--- src/rtl/acc_stream_pkg.sv ---
// Shared constants and FSM state encoding for the accumulator stream transmitter.
package acc_stream_pkg;

  localparam int DATA_W      = 8;
  localparam int DEPTH_DEF   = 4;
  localparam int PKT_LEN_DEF = 4;

  typedef enum logic [1:0] {
    IDLE  = 2'd0,
    BURST = 2'd1,
    CLOSE = 2'd2
  } state_e;

endpackage

--- src/rtl/acc_fifo.sv ---
// First-word-fall-through FIFO: head entry is always visible on rdata, fill counts entries.
module acc_fifo
  import acc_stream_pkg::*;
#(
  parameter int DEPTH = DEPTH_DEF
) (
  input  logic                   clk,
  input  logic                   reset,
  input  logic                   push,
  input  logic                   pop,
  input  logic [DATA_W-1:0]      wdata,
  output logic [DATA_W-1:0]      rdata,
  output logic [$clog2(DEPTH):0] fill
);

  localparam int AW = $clog2(DEPTH);

  logic [DATA_W-1:0] mem_q [DEPTH];
  logic [AW-1:0]     wr_ptr_q, wr_ptr_d;
  logic [AW-1:0]     rd_ptr_q, rd_ptr_d;
  logic [AW:0]       fill_q, fill_d;

  // Pointer and occupancy update; the caller never pushes when full or pops when empty.
  always_comb begin
    wr_ptr_d = wr_ptr_q;
    rd_ptr_d = rd_ptr_q;
    fill_d   = fill_q;
    if (push) wr_ptr_d = wr_ptr_q + 1'b1;
    if (pop)  rd_ptr_d = rd_ptr_q + 1'b1;
    case ({push, pop})
      2'b10:   fill_d = fill_q + 1'b1;
      2'b01:   fill_d = fill_q - 1'b1;
      default: fill_d = fill_q;
    endcase
  end

  // Control state register; pointers and fill return to empty on reset.
  always_ff @(posedge clk) begin
    if (reset) begin
      wr_ptr_q <= '0;
      rd_ptr_q <= '0;
      fill_q   <= '0;
    end else begin
      wr_ptr_q <= wr_ptr_d;
      rd_ptr_q <= rd_ptr_d;
      fill_q   <= fill_d;
    end
  end

  // Storage is not reset; stale entries are never visible because fill gates validity.
  always_ff @(posedge clk) begin
    if (push) mem_q[wr_ptr_q] <= wdata;
  end

  assign rdata = mem_q[rd_ptr_q];
  assign fill  = fill_q;

endmodule

--- src/rtl/acc_stream_tx.sv ---
// Packetizes accumulator results into fixed-length AXI-Stream packets with early close on flush.
module acc_stream_tx
  import acc_stream_pkg::*;
#(
  parameter int DEPTH   = DEPTH_DEF,
  parameter int PKT_LEN = PKT_LEN_DEF
) (
  input  logic              clk,
  input  logic              reset,
  input  logic [DATA_W-1:0] s_TDATA,
  input  logic              s_TVALID,
  output logic              s_TREADY,
  output logic [DATA_W-1:0] m_TDATA,
  output logic              m_TVALID,
  input  logic              m_TREADY,
  output logic              m_TLAST,
  input  logic              flush,
  output logic [7:0]        pkt_count
);

  localparam int             FW        = $clog2(DEPTH) + 1;
  localparam logic [FW-1:0]  FULL      = FW'(DEPTH);
  localparam logic [FW-1:0]  ONE       = FW'(1);
  localparam logic [7:0]     LAST_BEAT = 8'(PKT_LEN - 1);

  state_e            state_q, state_d;
  logic [7:0]        beat_cnt_q, beat_cnt_d;
  logic [7:0]        pkt_count_q, pkt_count_d;
  logic              rdy_en_q, rdy_en_d;
  logic [FW-1:0]     fill, fill_after;
  logic [DATA_W-1:0] head;
  logic              close_pend, push, pop, last, tlast_pop, flush_hit;

  acc_fifo #(.DEPTH(DEPTH)) u_fifo (
    .clk   (clk),
    .reset (reset),
    .push  (push),
    .pop   (pop),
    .wdata (s_TDATA),
    .rdata (head),
    .fill  (fill)
  );

  assign close_pend = (state_q == CLOSE);
  // While closing, intake stays shut unless nothing is buffered: then the next beat ends the packet.
  assign s_TREADY   = rdy_en_q && !reset && (fill < FULL) && (!close_pend || fill == '0);
  assign m_TVALID   = !reset && (fill != '0);
  assign last       = (beat_cnt_q == LAST_BEAT) || (close_pend && fill == ONE);
  assign m_TLAST    = m_TVALID && last;
  assign m_TDATA    = m_TVALID ? head : '0;
  assign push       = s_TVALID && s_TREADY;
  assign pop        = m_TVALID && m_TREADY;
  assign tlast_pop  = pop && last;
  assign pkt_count  = pkt_count_q;

  // Next-state: beat/packet counters and FSM; flush judges what remains after this cycle's pop.
  always_comb begin
    beat_cnt_d  = beat_cnt_q;
    pkt_count_d = pkt_count_q;
    state_d     = state_q;
    rdy_en_d    = 1'b1;
    fill_after  = fill + FW'(push) - FW'(pop);
    if (tlast_pop) begin
      beat_cnt_d  = '0;
      pkt_count_d = pkt_count_q + 8'd1;
    end else if (pop) begin
      beat_cnt_d  = beat_cnt_q + 8'd1;
    end
    flush_hit = flush && !close_pend && (fill_after != '0 || beat_cnt_d != '0);
    case (state_q)
      IDLE: begin
        if (flush_hit)          state_d = CLOSE;
        else if (pop && !last)  state_d = BURST;
      end
      BURST: begin
        if (flush_hit)          state_d = CLOSE;
        else if (tlast_pop)     state_d = IDLE;
      end
      CLOSE: begin
        if (tlast_pop)          state_d = IDLE;
      end
      default:                  state_d = IDLE;
    endcase
  end

  // State register; intake enable is held off for one cycle after reset releases.
  always_ff @(posedge clk) begin
    if (reset) begin
      state_q     <= IDLE;
      beat_cnt_q  <= '0;
      pkt_count_q <= '0;
      rdy_en_q    <= 1'b0;
    end else begin
      state_q     <= state_d;
      beat_cnt_q  <= beat_cnt_d;
      pkt_count_q <= pkt_count_d;
      rdy_en_q    <= rdy_en_d;
    end
  end

endmodule
--- config.mk ---
export PLATFORM = sky130hd
export DESIGN_NAME = acc_stream_tx
export DESIGN_NICKNAME = d
export VERILOG_FILES = /design/src/rtl/acc_stream_pkg.sv /design/src/rtl/acc_fifo.sv /design/src/rtl/acc_stream_tx.sv
export SDC_FILE = /design/constraint.sdc
export NUM_CORES = 1
export LEC_CHECK = 0
export ABC_AREA = 1
export CAP_MARGIN = 25
export CORE_UTILIZATION = 25
export CTS_BUF_LIST = sky130_fd_sc_hd__clkbuf_8
export DETAILED_ROUTE_END_ITERATION = 6
export GPL_ROUTABILITY_DRIVEN = 1
export SLEW_MARGIN = 25
export SYNTH_ARGS = -nofsm -noshare
export SYNTH_HDL_FRONTEND = slang
export SYNTH_SLANG_ARGS = --single-unit
--- constraint.sdc ---
create_clock -name clk -period 3.6 [get_ports clk]
set_clock_uncertainty 0.05 [all_clocks]
set_input_delay 0.54 -clock clk [delete_from_list [all_inputs] [get_ports clk]]
set_output_delay 0.54 -clock clk [all_outputs]
set_load 0.005 [all_outputs]
---- Word-level counts from Yosys, hierarchy flattened ----
Memories as Yosys holds them, arrays and structs flattened. A register that Yosys moved wholly into a read port is not among the register bits.
Index checks and enable logic that the tools add are counted.
word-level totals
  register bits after elaboration ......... 26
  bits in writable memories ............... 32
  bits of input ports ..................... 13
  output and inout bits ................... 19
  word-level logic and storage cells ...... 62
  memories kept ........................... 1
memories
  name          depth  bits a word  read ports  clocked after memory_dff  wr ports  RTL line        RTL
  u_fifo.mem_q  4      8            1           1                         1         acc_fifo.sv:18  logic [DATA_W-1:0] mem_q [DEPTH];
cells by class
  $add $sub $neg .......................... 8
  magnitude comparators ................... 1
  eq/ne operators ......................... 7
  multiplexer cells ....................... 14
  reduce and logical (&&, ||, !) cells .... 24
operators with widths
  kind                                                count
  two-way mux 8 bit                                   3
  adder 8 x 1 -> 8 bit (second input constant)        2
  logical AND 1 bit                                   12
  two-way mux 2 bit                                   6
  == test 8 x 2 -> 1 bit (second input constant)      1
  nonzero test 8 bit                                  1
  case mux 2 bit (3 select lines)                     1
  case mux 3 bit (2 select lines)                     1
  nonzero test 3 bit                                  2
  adder 2 x 1 -> 2 bit (second input constant)        2
  == test 2 x 1 -> 1 bit (second input constant)      2
  == test 2 bit (second input constant)               2
  adder 3 x 1 -> 3 bit                                1
  adder 3 x 1 -> 3 bit (second input constant)        1
  == test 3 x 1 -> 1 bit (second input constant)      1
  zero test 1 bit                                     3
  zero test 3 bit                                     1
  logical OR 1 bit                                    3
  less-than comparator 3 bit (second input constant)  1
  two-way mux 1 bit                                   3
  != test 3 bit (second input constant)               1
  subtractor 3 x 1 -> 3 bit                           1
  subtractor 3 x 1 -> 3 bit (second input constant)   1
  zero test 2 bit                                     1
  nonzero test 2 bit                                  1

---- Logic depth before layout (Yosys ltp) ----
Gate-level depths: netlist of run 1.
  depth after elaboration ................. 12
  gate-level depth with buffers ........... 19
  gate-level depth less buffers ........... 19

---- By module ----
From an unflattened synthesis of run 1, not the netlist that was laid out.
unflattened totals
  cells, all modules ...................... 318
  area, all modules ....................... 2841.5 um^2
by module, submodules not included
  module         times used  cells an instance  area an instance (um^2)
  acc_fifo       1           132                1627.8
  acc_stream_tx  1           186                1213.7

---- Worst setup path after synthesis of run 1 ----
OpenSTA, ideal clock, no wires.
  kind .................................... reg-to-reg
  from .................................... register u_fifo.fill_q[0] (netlist: u_fifo.fill[0])
  to ...................................... register state_q[1]
  library setup time ...................... 0.131 ns
  data arrival time ....................... 2.497 ns
  data required time ...................... 3.419 ns
  setup slack ............................. 0.922 ns
  cell stages (with the launch flop) ...... 20
  clock period less this slack ............ 2.678 ns
  path through ............................ dfxtp_1 inv_1 ha_1 ha_1 inv_1 nand2_1 nand4_1 inv_1 nand2_1 inv_1 ha_1 fa_1 nor2_1 nand2_1 nor2_1 nand3_1 nor2_1 nand2_1 nand3_2 a21oi_2
between the ends
  word-level cells in the longest chain between the ends .. 11
  elaborated cells between the ends (all ways) .. 28
  those cells by class .................... add/sub: 2; order compare: 1; eq/ne: 2; mux: 6; reduce/logical: 17
RTL lines
  what                                                           RTL line                                  RTL
  start: declaration                                             acc_fifo.sv:21                            logic [AW:0] fill_q, fill_d;
  start signal: assignment                                       acc_fifo.sv:46                            fill_q <= fill_d;
  less-than comparator 3 bit or zero test 3 bit (tied branches)  acc_stream_tx.sv:46                       assign s_TREADY = rdy_en_q && !reset && (fill < FULL) && (!close_pend || fill == '0);
  logical AND 1 bit or logical OR 1 bit (tied branches)          acc_stream_tx.sv:46
  logical AND 1 bit *                                            acc_stream_tx.sv:46
  via s_TREADY                                                   acc_stream_tx.sv:12                       output logic s_TREADY,
  logical AND 1 bit *                                            acc_stream_tx.sv:51                       assign push = s_TVALID && s_TREADY;
  via push                                                       acc_stream_tx.sv:32                       logic close_pend, push, pop, last, tlast_pop, flush_hit;
  adder 3 x 1 -> 3 bit *                                         acc_stream_tx.sv:62                       fill_after = fill + FW'(push) - FW'(pop);
  subtractor 3 x 1 -> 3 bit *                                    acc_stream_tx.sv:62
  nonzero test 3 bit *                                           acc_stream_tx.sv:69                       flush_hit = flush && !close_pend && (fill_after != '0 || beat_cnt_d != '0);
  logical OR 1 bit *                                             acc_stream_tx.sv:69
  logical AND 1 bit *                                            acc_stream_tx.sv:69
  two-way mux 2 bit (on tied branches)                           acc_stream_tx.sv:76, acc_stream_tx.sv:72
  case mux 2 bit (3 select lines)                                acc_stream_tx.sv:70                       case (state_q)
  end signal: assignment                                         acc_stream_tx.sv:94                       state_q <= state_d;
  end: declaration                                               acc_stream_tx.sv:26                       state_e state_q, state_d;
The timed path passes the listed nets; every way through them passes the cells marked *.
A chain may end at the register's enable or synchronous reset.

---- Final worst setup path of run 1 ----
  from .................................... register u_fifo.fill_q[0] (netlist: u_fifo.fill[0])
  to ...................................... output port m_TLAST
between the ends
  word-level cells in the longest chain between the ends .. 4
  elaborated cells between the ends (all ways) .. 6
  those cells by class .................... eq/ne: 1; reduce/logical: 5
RTL lines
  what                    RTL line             RTL
  == test 3 x 1 -> 1 bit  acc_stream_tx.sv:48  assign last = (beat_cnt_q == LAST_BEAT) || (close_pend && fill == ONE);
  logical AND 1 bit       acc_stream_tx.sv:48
  logical OR 1 bit        acc_stream_tx.sv:48
  logical AND 1 bit *     acc_stream_tx.sv:49  assign m_TLAST = m_TVALID && last;
  end: declaration        acc_stream_tx.sv:16  output logic m_TLAST,
Mark *: on every way between the ends. The rest lies on a longest branch, timed or not.

==> results by group, run 1 <==
Outcome
  • Status: finished, final reports clean

STA
  • Fin worst setup slack: 289 ps
  • Hold slack final: 425 ps
  • Final Hold Viols: 0
  • Fin Setup TNS: 0 ps
  • Slew Viols, Final: 0
  • Final period util: 92.0%
  • Slew margin rel.: 46.6%
  • Crit path time final: 3310 ps
  • RSZ-0062 raised after global routing: false
  • Finish-stage setup viols: 0
  • Actual slew at the worst max-slew pin: 798 ps
  • F_max: 302 MHz

GRT
  • Initial antenna violation count: 0
  • Grt ovf: 0
  • All-layer global routing usage: 11.0%
  • Largest net degree at the start of global routing: 20
  • Vias in the first global route: 2,116
  • First-pass GRT wire length: 10000 um

Logic synthesis
  • Post-synth EDFFs: 32
  • Sequential share of the synthesized area: 52.7%
  • Warnings from Yosys: 0
  • Avg Inst Size Synth: 9.11 um^2
  • Yosys reg bits: 60
  • Cell variety after synth: 35
  • Post-Syn Nets: 343
  • Ys async rst share: 0%
  • Ys flop type: edfxtp_1
  • Cell area after synthesis: 2890 um^2
  • Synth Instances: 317

Power
  • Cell-internal power: 1.24 mW
  • Peak supply drop: 0.000204 V
  • Clk pwr share: 38.9%
  • Switching Share: 26.3%
  • Comb pwr share: 15.6%
  • Leak pwr: 1.40 nW
  • Sequential Power Share: 45.5%
  • Switch Pwr: 0.442 mW
  • PD cells: 470 nW/um^2

Route
  • DR iter-0 viols: 84
  • Wirelength per Cell: 11.9 um
  • Detailed Route WL: 5970 um
  • # DRC: 0
  • Vias per cell: 4.31
  • Via count: 2,157
  • Final ANT Viol Nets: 0
  • DR pass1 iterations: 4

Critical path
  • Worst-path cell chain: inv_1 -> ha_1 -> ha_1 -> nor2_8 -> clkinv_1 -> a21oi_1 -> clkdlybuf4s50_1
  • Critical Path Slowest Stage Cell: clkdlybuf4s50_1
  • Worst path most repeated cell: ha_1
  • Top cell family by delay on the critical path: buffers and inverters
  • Setup crit end kind: primary output
  • Worst Path Buf+Inv: 3
  • CP required: 3010 ps
  • Critical path class: reg -> out
  • Slowest stage delay, CP: 540 ps
  • CP max FO: 9
  • CP Launch Type: register
  • Worst EP arrival: 2720 ps

Clock network
  • Clk slew on worst S/H paths: 70 ps
  • # Post-CTS Setup Buffers: 0
  • Post-CTS sizing: 0
  • Sink Count: 60
  • # hold bufs at CTS: 0
  • CTS tree: built
  • Level count of the clock H-tree: 3
  • Clock Tree Buf Depth: 2
  • CTS Root Cell: clkbuf_8
  • Cts bufs inserted: 9
  • Clock Latency Late Sink: 330 ps

Die
  • Die width: 110 um
  • Die ar.: 12,000 um^2
  • Core area: 11,000 um^2
  • Std cell rows: 38
  • Die Ht: 110 um
  • Initial Util: 26.2%
  • IO Pins: 32

Cells and area
  • Share of layout cells above drive strength 1: 10.0%
  • NumNets Final: 381
  • Area delta synth->final: 23.8%
  • Most common cell after layout, fill and taps aside: nor2_1
  • Antenna Cells: 0
  • Finished Layout Cells: 500
  • Most frequent cells in the layout: nor2_1, nand2_1, inv_1

Placed design
  • IO buf count: 31
  • DP Cell Count: 484
  • Post-DP HPWL: 4080 um
  • Placer Congestion: 0.772
  • DP Worst Slack: 429 ps

Flow run
  • Max Cap Viol: 0

Worst hold path
  • Hold crit path type: reg -> reg
## worst reg2reg max path, stage by stage, from the launching register on
cell     delay [ps]
dfxtp_1         420
inv_1           110
ha_1            210
ha_1            270
nor2_8          200
nand2_8         120
inv_8           110
nand2_1          90
nand2_1          80
ha_1            150
fa_1            410
nor2_1          100
nand2_1          60
nor2_1           80
nand3_1          80
nor2_1           80
nand2_1          90
nand3_2          80
a21oi_2          50
## logic make-up (layout without fill, tap and decap cells)
logic type / Yosys count / after routing / synth area share [%]
adder cells (fa/ha/maj): 13 / 13 / 5.89
XOR/XNOR: 5 / 5 / 1.52
buffers and inverters: 47 / 90 / 6.89
flip-flops: 60 / 60 / 52.7
AND/OR/NAND/NOR: 135 / 135 / 22.8
AO/OA/AOI/OAI: 57 / 57 / 10.3
## worst paths after layout
kind / from / endpoint / slack (ps) / cells after the start
max: u_fifo.fill[0] / m_TLAST / 290 / 7
max reg2reg: u_fifo.fill[0] / state_q[1] / 640 / 18
min: u_fifo.rd_ptr_q[0] / u_fifo.rd_ptr_q[0] / 430 / 1
min reg2reg: u_fifo.rd_ptr_q[0] / u_fifo.rd_ptr_q[0] / 430 / 1
## metal layers
layer / share of wire, % / global-route usage [%] / up-vias
li1: - / - / 1109
met1: 48 / 13.4 / 992
met2: 46 / 18.4 / 48
met3: 5.3 / 3.91 / 8
met4: 0.80 / 2.95 / 0
met5: 0 / 0 / -
## registers in the layout, indices dropped and copies added, names as in the netlist, named ones only
| name | flops |
|---|---|
| state_q | 2 |
| pkt_count | 8 |
| beat_cnt_q | 8 |
| u_fifo.rd_ptr_q | 2 |
| u_fifo.wr_ptr_q | 2 |
| u_fifo.fill | 3 |
| rdy_en_q | 1 |
| u_fifo.mem_q | 32 |
## power by group through the flow
| stage | Combinational, mW | Sequential (mW) | Clock [mW] |
|---|---|---|---|
| 2_1_floorplan | 0.178 | 0.770 | 0 |
| 3_3_place_gp | 0.258 | 0.780 | 0 |
| 3_5_place_dp | 0.263 | 0.781 | 0 |
| 4_1_cts | 0.265 | 0.765 | 0.676 |
| 5_1_grt | 0.297 | 0.768 | 0.708 |
| 6_report | 0.263 | 0.765 | 0.653 |
## cell type report
cell class / instances / area [um^2]
Clock buffer: 9 / 124
Tap cell: 140 / 175
Fill cell: 1171 / 7450
Inverter: 39 / 154
Timing Repair Buffer: 35 / 340
Clock inverter: 7 / 92.6
Multi-Input combinational cell: 210 / 1170
Sequential cell: 60 / 1520
## through the flow
stage | power, mW | utilization [%] | cell area, um^2
floorplan | 0.949 | - | 2890
global placement | 1.04 | 30.5 | 3360
detailed placement | 1.04 | 30.5 | 3360
CTS | 1.71 | 32.4 | 3580
global route | 1.77 | 32.4 | 3580
finish | 1.68 | 32.4 | 3580
## cells in the mapped netlist, types with 2 or more instances
cell / n / area [um^2]
nand2_8: 2 / 40.0
edfxtp_1: 32 / 961
nor3b_1: 2 / 15.0
nand2_1: 46 / 173
nand4_1: 2 / 12.5
nor2_4: 2 / 22.5
clkbuf_1: 5 / 18.8
nor2_1: 60 / 225
nand2_2: 2 / 12.5
ha_1: 12 / 150
xor2_1: 5 / 43.8
nand3_1: 10 / 50.1
dfxtp_1: 28 / 561
inv_1: 36 / 135
o21ai_0: 33 / 165
a21oi_1: 20 / 100
buf_6: 2 / 22.5
Power figures use the tool's default switching activity.
==> run 2: changes to the inputs <==
--- a/config.mk
+++ b/config.mk
@@ -11,6 +11,7 @@
 export CTS_BUF_LIST = sky130_fd_sc_hd__clkbuf_8
 export DETAILED_ROUTE_END_ITERATION = 6
 export GPL_ROUTABILITY_DRIVEN = 1
+export GPL_TIMING_DRIVEN = 0
 export SLEW_MARGIN = 25
 export SYNTH_ARGS = -nofsm -noshare
 export SYNTH_HDL_FRONTEND = slang
==> constraint.sdc (replaced) <==
create_clock -name clk -period 3.6 [get_ports clk]
set_clock_uncertainty 0.05 [all_clocks]
set_input_delay 0.72 -clock clk [delete_from_list [all_inputs] [get_ports clk]]
set_output_delay 0.72 -clock clk [all_outputs]
set_load 0.005 [all_outputs]
==> results by group, run 2 (synthesis gave the netlist of run 1 again) <==
Outcome
  • Status: finished, final reports clean

Cells and area
  • Finished Layout Cells: 502
  • Fillers: 1,167
  • Most frequent cells in the layout: nor2_1, nand2_1, inv_1
  • Share of layout cells above drive strength 1: 8.56%
  • Most flops, register: u_fifo.mem_q
  • Most common cell after layout, fill and taps aside: nor2_1
  • Final Cell Area: 3570 um^2
  • Largest register FFs: 32
  • Antenna Cells: 0
  • Area delta synth->final: 23.5%
  • NumNets Final: 384

Die
  • Die width: 110 um
  • IO Pins: 32
  • Core area: 11,000 um^2
  • Initial Util: 26.2%
  • Die ar.: 12,000 um^2
  • Std cell rows: 38
  • Die Ht: 110 um

STA
  • Finish-stage setup viols: 0
  • Final period util: 94.8%
  • F_max: 293 MHz
  • Crit path time final: 3410 ps
  • Fin Setup TNS: 0 ps
  • Slew margin rel.: 44.9%
  • Final Hold Viols: 0
  • Hold slack final: 433 ps
  • RSZ-0062 raised after global routing: false
  • Actual slew at the worst max-slew pin: 824 ps
  • Slew Viols, Final: 0

Clock network
  • Clk slew on worst S/H paths: 60 ps
  • CTS Root Cell: clkbuf_8
  • Sink Count: 60
  • Post-CTS sizing: 0
  • Clock Latency Late Sink: 330 ps
  • Clock Tree Buf Depth: 2
  • Cts bufs inserted: 9
  • CTS tree: built
  • Level count of the clock H-tree: 3
  • # Post-CTS Setup Buffers: 0
  • # hold bufs at CTS: 0

GRT
  • Largest net degree at the start of global routing: 11
  • Grt ovf: 0
  • All-layer global routing usage: 11.3%
  • First-pass GRT wire length: 10,100 um
  • Initial antenna violation count: 0
  • Vias in the first global route: 2,106

Power
  • Comb pwr share: 16.2%
  • Sequential Power Share: 45.7%
  • Cell-internal power: 1.23 mW
  • Switching Share: 25.7%
  • Leak pwr: 1.39 nW
  • PD cells: 465 nW/um^2
  • Peak supply drop: 0.000258 V
  • Clk pwr share: 38.1%
  • Switch Pwr: 0.426 mW

Placed design
  • Post-DP HPWL: 4300 um
  • DP Cell Count: 487
  • Placer Congestion: 0.779
  • Cell Area, Placed: 3360 um^2
  • IO buf count: 30

Critical path
  • Worst EP arrival: 2640 ps
  • CP required: 2830 ps
  • CP max FO: 9
  • Critical path class: reg -> out
  • Origin of the critical flop-to-flop path: u_fifo.fill[0]
  • R2R setup slack: 560 ps
  • Setup crit end kind: primary output
  • Reg2reg end: state_q[1]
  • R2R cell count: 19
  • CP Launch Type: register

Route
  • Final ANT Viol Nets: 0
  • DR iter-0 viols: 158
  • Vias per cell: 4.34
  • Via count: 2,181
  • Wirelength per Cell: 12.2 um
  • # DRC: 0
  • DR pass1 iterations: 4
  • Detailed Route WL: 6110 um

Flow run
  • Max Cap Viol: 0

Worst hold path
  • Hold crit path type: reg -> reg
  • Hold Path Cell Cnt: 1
  • Worst hold start: u_fifo.rd_ptr_q[0]
## run 2: changes by cell type in the layout (fill, tap and decap cells not counted), sizes merged
cell           change
clkinvlp           -2
clkbuf             +5
buf                -1
clkdlybuf4s50      -1
inv                -1
clkinv             +2
## run 2: how the worst max path moves through the flow
stage          slack (ps)            from         end  cells past startpoint
3_3_place_gp          470  u_fifo.fill[0]     m_TLAST                      7
6_report              190  u_fifo.fill[0]  m_TDATA[2]                      7
2_1_floorplan         920  u_fifo.fill[0]  state_q[1]                     19
3_5_place_dp          450  u_fifo.fill[0]     m_TLAST                      7
4_1_cts                90  u_fifo.fill[0]     m_TLAST                      7
5_1_grt                10  u_fifo.fill[0]     m_TLAST                      7
## run 2: power by group through the flow
stage                     Sequential (mW)  Combinational [mW]  Clock, mW
after floorplan                     0.770               0.178          0
after global placement              0.772               0.264          0
after detailed placement            0.773               0.270          0
after CTS                           0.758               0.272      0.648
after global routing                0.761               0.307      0.672
final                               0.758               0.268      0.632
## run 2: worst max-delay path: stages, from the launching register on
cell,delay (ps)
dfxtp_1,380
inv_1,100
ha_1,210
ha_1,260
nor2_8,180
clkinv_1,330
a21oi_1,310
clkdlybuf4s50_1,540
## run 2: metal layers
layer | routed length (um) | global-route usage, % | vias to the layer above | share of wire [%]
met2 | 2920 | 18.9 | 58 | 48
li1 | - | - | 1112 | -
met5 | 0 | 0 | - | 0
met1 | 2810 | 13.6 | 1003 | 46
met4 | 59 | 3.71 | 0 | 0.97
met3 | 323 | 3.56 | 8 | 5.3
## run 2: metrics by stage
step	utilization (%)	power, mW	setup slack [ps]
final	32.4	1.66	187
after global placement	30.5	1.04	475
after detailed placement	30.5	1.04	454
after floorplan	-	0.949	922
after global routing	32.4	1.74	10.3
after CTS	32.4	1.68	88.3
## run 2: final cells by class
type                       instances  area [um^2]  share of cell area [%]
buffer                             8         45.0                    1.26
inverter                          39          154                    4.31
multi-input combinational        210         1170                    32.7
clock inverter                     6         80.1                    2.24
sequential                        60         1520                    42.6
timing repair buffer              30          300                    8.42
tap                              140          175                    4.91
clock buffer                       9          124                    3.47
